## src/rtl/z_result_buffer.sv

```systemverilog
// ---------------------------------------------------------------------------
// z_result_buffer
// Downstream stage of the ALU. Each pushed 64-bit result is stored in a small
// FIFO together with its 5-bit opcode tag. The head entry is presented on
// ZHighOut/ZLowOut under a valid/ready handshake. Popping a mul or div result
// writes it into the HI/LO registers. The zero and negative flags describe
// the head entry.
//
// Ports
//   clock       in   1    system clock, rising edge
//   clear       in   1    asynchronous active-low reset
//   Zin         in   1    push strobe (captures ZMuxIn + ALUControl)
//   ALUControl  in   5    opcode tag of the pushed result
//   ZMuxIn      in   64   ALU result
//   in_ready    out  1    a push is accepted this cycle if Zin=1
//   out_valid   out  1    head entry available
//   out_ready   in   1    consumer takes the head entry this edge
//   ZHighOut    out  32   head[63:32], 0 when empty
//   ZLowOut     out  32   head[31:0], 0 when empty
//   HIOut       out  32   HI register
//   LOOut       out  32   LO register
//   flag_zero   out  1    head result is zero, 0 when empty
//   flag_neg    out  1    head result is negative, 0 when empty
//   count       out  CW   occupancy
//   ovf_err     out  1    sticky: a push was dropped
// ---------------------------------------------------------------------------
module z_result_buffer #(
  parameter int DEPTH = 2,
  parameter int WIDTH = 64
) (
  input  logic                         clock,
  input  logic                         clear,
  input  logic                         Zin,
  input  logic [4:0]                   ALUControl,
  input  logic [WIDTH-1:0]             ZMuxIn,
  output logic                         in_ready,
  output logic                         out_valid,
  input  logic                         out_ready,
  output logic [31:0]                  ZHighOut,
  output logic [31:0]                  ZLowOut,
  output logic [31:0]                  HIOut,
  output logic [31:0]                  LOOut,
  output logic                         flag_zero,
  output logic                         flag_neg,
  output logic [$clog2(DEPTH+1)-1:0]   count,
  output logic                         ovf_err
);

  localparam int CW = $clog2(DEPTH + 1);
  localparam int PW = (DEPTH > 1) ? $clog2(DEPTH) : 1;
  localparam logic [CW-1:0] FULL_CNT = CW'(DEPTH);
  localparam logic [PW-1:0] LAST_PTR = PW'(DEPTH - 1);
  localparam logic [4:0]    TAG_MUL  = 5'b01111;
  localparam logic [4:0]    TAG_DIV  = 5'b10000;

  logic [CW-1:0]    r_count;
  logic [PW-1:0]    r_wptr;
  logic [PW-1:0]    r_rptr;
  logic [WIDTH-1:0] r_data [DEPTH];
  logic [4:0]       r_tag  [DEPTH];
  logic [31:0]      r_hi;
  logic [31:0]      r_lo;
  logic             r_ovf;

  logic             w_push;
  logic             w_pop;
  logic             w_valid;
  logic             w_ready;
  logic [WIDTH-1:0] w_head_data;
  logic [4:0]       w_head_tag;
  logic             w_wide;

  // Wrap modulo DEPTH, so DEPTH does not have to be a power of two.
  function automatic logic [PW-1:0] next_ptr(input logic [PW-1:0] p);
    return (p == LAST_PTR) ? '0 : p + PW'(1);
  endfunction

  always_comb begin
    w_valid = (r_count != '0);
    // A full FIFO still takes a push when the head leaves on the same edge.
    w_ready = (r_count != FULL_CNT) | out_ready;
    w_push  = Zin & w_ready;
    w_pop   = w_valid & out_ready;

    // The head is forced to zero when empty, so the storage needs no reset.
    w_head_data = w_valid ? r_data[r_rptr] : '0;
    w_head_tag  = w_valid ? r_tag[r_rptr]  : '0;
    w_wide      = w_valid & ((w_head_tag == TAG_MUL) | (w_head_tag == TAG_DIV));

    if (w_wide) begin
      flag_zero = (w_head_data == '0);
      flag_neg  = w_head_data[63];
    end else begin
      flag_zero = w_valid & (w_head_data[31:0] == 32'd0);
      flag_neg  = w_head_data[31];
    end
  end

  assign in_ready  = w_ready;
  assign out_valid = w_valid;
  assign ZHighOut  = w_head_data[63:32];
  assign ZLowOut   = w_head_data[31:0];
  assign HIOut     = r_hi;
  assign LOOut     = r_lo;
  assign count     = r_count;
  assign ovf_err   = r_ovf;

  // Entry storage (data qualified by r_count, no reset needed).
  always_ff @(posedge clock) begin
    if (w_push) begin
      r_data[r_wptr] <= ZMuxIn;
      r_tag[r_wptr]  <= ALUControl;
    end
  end

  always_ff @(posedge clock or negedge clear) begin
    if (!clear) begin
      r_count <= '0;
      r_wptr  <= '0;
      r_rptr  <= '0;
      r_hi    <= '0;
      r_lo    <= '0;
      r_ovf   <= 1'b0;
    end else begin
      if (w_push) r_wptr <= next_ptr(r_wptr);
      if (w_pop)  r_rptr <= next_ptr(r_rptr);

      case ({w_push, w_pop})
        2'b10:   r_count <= r_count + CW'(1);
        2'b01:   r_count <= r_count - CW'(1);
        default: r_count <= r_count;
      endcase

      if (Zin & ~w_ready) r_ovf <= 1'b1;

      if (w_pop & w_wide) begin
        r_hi <= w_head_data[63:32];
        r_lo <= w_head_data[31:0];
      end
    end
  end

endmodule

```

## config.mk

```make
export PLATFORM = sky130hd
export DESIGN_NAME = z_result_buffer
export DESIGN_NICKNAME = d
export VERILOG_FILES = /design/src/rtl/z_result_buffer.sv
export SDC_FILE = /design/constraint.sdc
export NUM_CORES = 1
export LEC_CHECK = 0
export CORE_MARGIN = 1.5
export CORE_UTILIZATION = 35
export DETAILED_ROUTE_END_ITERATION = 7
export PLACE_DENSITY = 0.58
export SYNTH_ARGS = -nofsm -noshare
export SYNTH_HDL_FRONTEND = slang
export SYNTH_SLANG_ARGS = --single-unit
```

## constraint.sdc

```tcl
create_clock -name clock -period 10.1 [get_ports clock]
set_input_delay 3.03 -clock clock [delete_from_list [all_inputs] [get_ports clock]]
set_output_delay 3.03 -clock clock [all_outputs]
set_load 0.03 [all_outputs]
```

==> results of run 1 <==
[cell type report]
| cell class | count | area, um^2 | area share |
|---|---|---|---|
| clock inverter | 3 | 40.0 | 0.00353 |
| inverter | 4 | 15.0 | 0.00132 |
| sequential | 207 | 5870 | 0.517 |
| antenna | 1 | 2.50 | 0.000220 |
| multi-input combinational | 277 | 2200 | 0.194 |
| timing repair buffer | 212 | 2110 | 0.186 |
| clock buffer | 38 | 724 | 0.0638 |
| tap | 313 | 392 | 0.0345 |
[routing by layer]
layer,vias up,share of wire,GRT usage
li1,2345,-,-
met1,2512,0.41,0.205
met3,38,0.041,0.0253
met5,-,0,0
met2,121,0.52,0.300
met4,0,0.029,0.0612
[critical path: cells and delay by family]
family | cells | cell delay (ns)
buffers and inverters | 2 | 1.16
AND/OR/NAND/NOR | 2 | 0.19
[state kept, by name, summed over array words and instances (netlist names)]
signal,count
count,2
ovf_err,1
HIOut,32
r_rptr,1
r_tag,10
LOOut,32
r_data,128
r_wptr,1
[metrics by stage]
stage / instances / hold WS, ns / total power, uW / area (um^2)
global placement: 1013 / 0.456 / 3270 / 10600
finish: 1055 / 0.468 / 4090 / 11400
detailed placement: 1013 / 0.455 / 3300 / 10600
floorplan: 512 / 0.461 / 2500 / 8180
global route: 1055 / 0.501 / 4290 / 11400
CTS: 1054 / 0.468 / 4150 / 11300
[cells in the final DEF (no fill, tap or decap), types with 5 or more instances in the layout]
| master | n |
|---|---|
| dfrtp_1 | 68 |
| o21ai_0 | 10 |
| mux2_2 | 50 |
| clkbuf_1 | 8 |
| or4_1 | 7 |
| edfxtp_1 | 138 |
| mux2_4 | 10 |
| clkbuf_8 | 5 |
| buf_4 | 6 |
| nor4_1 | 16 |
| nand2_1 | 10 |
| mux2i_1 | 65 |
| clkbuf_16 | 25 |
| nor2_1 | 72 |
| clkdlybuf4s50_1 | 206 |
[cells by family after synthesis]
family | after synthesis | share of synthesized area
AOI/OAI and AO/OA | 26 | 0.0228
buffers and inverters | 28 | 0.0188
and+or+nand+nor | 118 | 0.0648
DFF | 207 | 0.717
adders and majority gates | 1 | 0.00153
muxes | 127 | 0.169
xor gates and xnor gates | 5 | 0.00535
[how the worst max path moves through the flow]
stage	end	cells after the start
final	in_ready	4
after global routing	flag_zero	9
after CTS	in_ready	4
after detailed placement	in_ready	4
after global placement	in_ready	4
after floorplan	r_data[0][0]	4
[power groups by stage]
| stage | registers (uW) | clock network, uW | logic (uW) |
|---|---|---|---|
| 6_report | 1350 | 832 | 1900 |
| 3_3_place_gp | 1360 | 0 | 1910 |
| 2_1_floorplan | 1550 | 0 | 947 |
| 4_1_cts | 1360 | 857 | 1940 |
| 3_5_place_dp | 1370 | 0 | 1930 |
| 5_1_grt | 1390 | 887 | 2020 |
==> results.sh, run 1 <==
export IMPL_seq_power_share=0.331
export IMPL_grt_pass1_wl_mm=31.3
export IMPL_yosysWarnings=0
export IMPL_crit_path_end_kind="output pin"
export IMPL_r2r_end="HIOut[27]"
export IMPL_grt_max_degree=70
export IMPL_io_buffers=207
export IMPL_cts_sinks=207
export IMPL_synth_cell_types=35
export IMPL_p_clk_frac=0.204
export IMPL_synth_seq_cells=207
export IMPL_clock_fmax_mhz=135
export IMPL_timing_slew_headroom=0.331
export IMPL_rows=55
export IMPL_period_share=0.733
export IMPL_worstMarginPinSlew_ns=1.00
export IMPL_clock_path_buffers=3
export IMPL_cp_cell_sequence="clkdlybuf4s50_1 > nor2_1 > nand2_1 > clkdlybuf4s50_1"
export IMPL_reg2reg_slack_ns=6.72
export IMPL_r2r_start="count[0]"
export IMPL_peakVddDrop_uv=132
export IMPL_maxSlewViolCount=0
export IMPL_start_util=0.359
export IMPL_syn_nets=586
export IMPL_place_gp_congestion=0.816
export IMPL_crit_fanout=3
export IMPL_p_int_uw=2480
export IMPL_first_global_vias=5382
export IMPL_cp_startpoint="out_ready"
export IMPL_cts_tree="done"
export IMPL_worstSetupPathType="primary input to output pin"
export IMPL_dp_hpwl_mm=13.8
export IMPL_cp_required_ns=7.07
export IMPL_fill_cells=1930
export IMPL_synth_edf_count=138
export IMPL_dr_total_vias=5016
export IMPL_rsz0062_at_grt="false"
export IMPL_p_leak_uw=0.00434
export IMPL_syn_to_final_growth_pct=38.7
export IMPL_synth_area_top_cells="edfxtp_1, dfrtp_1, mux2i_1"
export IMPL_track_usage=0.168
export IMPL_p_switching_uw=1610
export IMPL_synth_avg_cell_area_um2=16.0
export IMPL_antenna_found_initial=1
export IMPL_routed_wl_mm=20.2
export IMPL_ys_seq_area_frac=0.717
export IMPL_antenna_left=0
export IMPL_synth_ff_type="edfxtp_1"
export IMPL_hold_violations=0
export IMPL_grt_overflow=0
export IMPL_yosysTopAreaCell="edfxtp_1"
export IMPL_worstPathArrival_ns=4.38
export IMPL_hold_buffers=0
export IMPL_cp_start_kind="primary input"
export IMPL_clk_latency_ns=0.50
export IMPL_cap_violations=0
export IMPL_setup_viol=0
export IMPL_synth_async_sr_flop_share=0.333
export IMPL_critical_path_max_stage_delay_ns=0.69
export IMPL_drc_errors=0
export IMPL_syn_inst=512
export IMPL_nets=799
export IMPL_comb_power_share=0.466
export IMPL_die_width_um=156
export IMPL_wl_per_cell_um=19.1
export IMPL_top_level_ports=208
export IMPL_syn_area_mm2=0.00818
export IMPL_tns_ns=0
export IMPL_fin_worst_skew_ns=0.00667
export IMPL_p_per_area_mw_per_mm2=360
export IMPL_path_clk_slew_ns=0.06
export IMPL_rr_worst_depth=7
export IMPL_htree_num_levels=1
export IMPL_ys_top_cells_by_count="edfxtp_1, nor2_1, dfrtp_1"
export IMPL_hold_path_end="ovf_err"
export IMPL_drive_above_1_share=0.144
export IMPL_cts_setup_buffers=0
export IMPL_synth_most_common_cell="edfxtp_1"
export IMPL_dp_worst_setup_slack_ns=2.70
export IMPL_core_mm2=0.0228
export IMPL_die_area_mm2=0.0243
export IMPL_crit_slowest_cell="clkdlybuf4s50_1"
export IMPL_swShare=0.393
export IMPL_status="finished clean"
export IMPL_min_period_ns=7.41
export IMPL_min_path_cells=1
export IMPL_hold_path_class="flop to flop"
export IMPL_vias_per_cell=4.75
export IMPL_setup_slack_ns=2.69
export IMPL_die_h_um=156
export IMPL_cts_buffers=23
export IMPL_cp_common_cell="clkdlybuf4s50_1"
export IMPL_hold_path_startpoint="ovf_err"
export IMPL_cts_root_buf="clkbuf_16"
export IMPL_cts_resized=0
export IMPL_synth_top_cell_area_share=0.506
export IMPL_final_util=0.498
export IMPL_firstDrtPassIters=4
export IMPL_drt_iter0_markers=221
(Power assumes the default switching activity.)
==> run 2, diff against run 1 <==
==> constraint.sdc (replaced) <==
create_clock -name clock -period 7.35 [get_ports clock]
set_input_delay 2.205 -clock clock [delete_from_list [all_inputs] [get_ports clock]]
set_output_delay 2.205 -clock clock [all_outputs]
set_load 0.03 [all_outputs]
==> results.sh, run 2 (synthesis results as in run 1) <==
export IMPL_status="finished clean"
export IMPL_wl_per_cell_um=19.1
export IMPL_largest_reg_flops=128
export IMPL_hold_path_class="flop to flop"
export IMPL_clock_path_buffers=3
export IMPL_peakVddDrop_uv=183
export IMPL_min_period_ns=6.52
export IMPL_stdcell_count=1055
export IMPL_p_per_area_mw_per_mm2=501
export IMPL_cp_start_kind="flop"
export IMPL_grt_max_degree=70
export IMPL_regArea_mm2=0.00587
export IMPL_place_area_mm2=0.0106
export IMPL_fill_cells=1941
export IMPL_first_global_vias=5272
export IMPL_power_uw=5720
export IMPL_drt_iter0_markers=211
export IMPL_fin_worst_skew_ns=0.00837
export IMPL_tns_ns=0
export IMPL_critical_path_max_stage_delay_ns=0.80
export IMPL_comb_power_share=0.459
export IMPL_antenna_found_initial=1
export IMPL_crit_path_end_kind="output pin"
export IMPL_cp_cell_sequence="nor2_4 > inv_1 > nand2_1 > inv_1 > nor4_1 > nand4_1 > a2111oi_2 > clkdlybuf4s50_1"
export IMPL_design_area_mm2=0.0114
export IMPL_rows=55
export IMPL_most_common_layout_cells="clkdlybuf4s50_1, edfxtp_1, nor2_1"
export IMPL_cts_root_buf="clkbuf_16"
export IMPL_p_int_uw=3500
export IMPL_drive_above_1_share=0.148
export IMPL_cp_common_cell="inv_1"
export IMPL_cts_setup_buffers=0
export IMPL_place_gp_congestion=0.740
export IMPL_cts_sinks=207
export IMPL_rsz0062_at_grt="false"
export IMPL_core_mm2=0.0228
export IMPL_dp_cells=1012
export IMPL_nets=799
export IMPL_syn_to_final_growth_pct=39.5
export IMPL_cp_required_ns=5.14
export IMPL_dp_hpwl_mm=14.4
export IMPL_io_buffers=207
export IMPL_clock_fmax_mhz=153
export IMPL_cts_tree="done"
export IMPL_start_util=0.359
export IMPL_worstPathArrival_ns=4.32
export IMPL_path_clk_slew_ns=0.06
export IMPL_hold_violations=0
export IMPL_track_usage=0.166
export IMPL_cap_violations=0
export IMPL_setup_viol=0
export IMPL_grt_pass1_wl_mm=30.8
export IMPL_maxSlewViolCount=0
export IMPL_grt_overflow=0
export IMPL_drc_errors=0
export IMPL_crit_fanout=41
export IMPL_swShare=0.387
export IMPL_die_width_um=156
export IMPL_p_leak_uw=0.00437
export IMPL_crit_slowest_cell="nor2_4"
export IMPL_worstMarginPinSlew_ns=1.19
export IMPL_routed_wl_mm=20.2
export IMPL_period_share=0.887
export IMPL_die_h_um=156
export IMPL_p_switching_uw=2210
export IMPL_p_clk_frac=0.216
export IMPL_htree_num_levels=1
export IMPL_multiInputGateArea_mm2=0.00220
export IMPL_timing_slew_headroom=0.206
export IMPL_vias_per_cell=4.75
export IMPL_final_common_cell="clkdlybuf4s50_1"
export IMPL_antenna_left=0
export IMPL_clk_latency_ns=0.49
export IMPL_hold_buffers=0
export IMPL_firstDrtPassIters=4
export IMPL_cts_resized=0
export IMPL_dr_total_vias=5012
export IMPL_worstSetupPathType="flop to output pin"
export IMPL_die_area_mm2=0.0243
export IMPL_top_register="r_data"
export IMPL_top_level_ports=208
export IMPL_seq_power_share=0.325
export IMPL_reg2reg_slack_ns=3.78
export IMPL_cts_buffers=23
-- run 2: cell types whose count changed in the layout (fill, tap and decap cells not counted), sizes merged --
| cell | previous run | this run |
|---|---|---|
| bufinv | 1 | 6 |
| clkbuf | 38 | 27 |
| clkinv | 2 | 7 |
| clkinvlp | 0 | 1 |
-- run 2: critical path, delay by kind of cell (launching register included) --
kind	cells	cell delay [ns]
simple gates	4	1.56
buf+inv	3	1.37
flops	1	0.46
compound gates	1	0.41
-- run 2: layer usage --
metal,GRT usage,wire length [um],up-vias
met1,0.202,8120,2508
met5,0,0,-
met2,0.307,11000,128
met4,0.0472,351,0
met3,0.0239,759,25
li1,-,-,2351
-- run 2: layout make-up --
type                            instances  share of cell area
Multi-Input combinational cell        277               0.192
Tap cell                              313              0.0343
Clock buffer                           27              0.0526
Antenna cell                            1            0.000219
Clock inverter                         14              0.0193
Sequential cell                       207               0.515
Inverter                                4             0.00132
Timing Repair Buffer                  212               0.185
-- run 2: power by group through the flow --
stage | Sequential, uW | Combinational, uW | Clock (uW)
after floorplan | 2130 | 1300 | 0
after global placement | 1870 | 2630 | 0
after detailed placement | 1880 | 2650 | 0
after CTS | 1860 | 2660 | 1270
after global routing | 1900 | 2770 | 1310
final | 1860 | 2620 | 1240
-- run 2: per-stage QoR --
| step | hold slack, ns | util | setup slack, ns |
|---|---|---|---|
| after floorplan | 0.461 | - | 1.28 |
| after global placement | 0.461 | 0.464 | 1.41 |
| after detailed placement | 0.462 | 0.464 | 1.25 |
| after CTS | 0.475 | 0.500 | 0.682 |
| after global routing | 0.490 | 0.501 | 0.406 |
| final | 0.475 | 0.501 | 0.829 |
-- run 2: worst paths after layout --
path / startpoint / end / cells past startpoint
worst max-delay path: count[0] / flag_zero / 8
worst min-delay path: LOOut[31] / LOOut[31] / 2
worst max register to register: count[0] / LOOut[24] / 6
worst min register to register: LOOut[31] / LOOut[31] / 2
max in group asynchronous: clear / r_rptr / 1
min in group asynchronous: clear / LOOut[10] / 1
==> run 3, diff against run 2 <==
--- a/config.mk
+++ b/config.mk
@@ -9,6 +9,7 @@
 export CORE_UTILIZATION = 35
 export DETAILED_ROUTE_END_ITERATION = 7
 export PLACE_DENSITY = 0.58
+export SETUP_SLACK_MARGIN = 0.2
 export SYNTH_ARGS = -nofsm -noshare
 export SYNTH_HDL_FRONTEND = slang
 export SYNTH_SLANG_ARGS = --single-unit
==> results of run 3 <==
The final DEF is identical to that of run 2; final timing and power are the same.
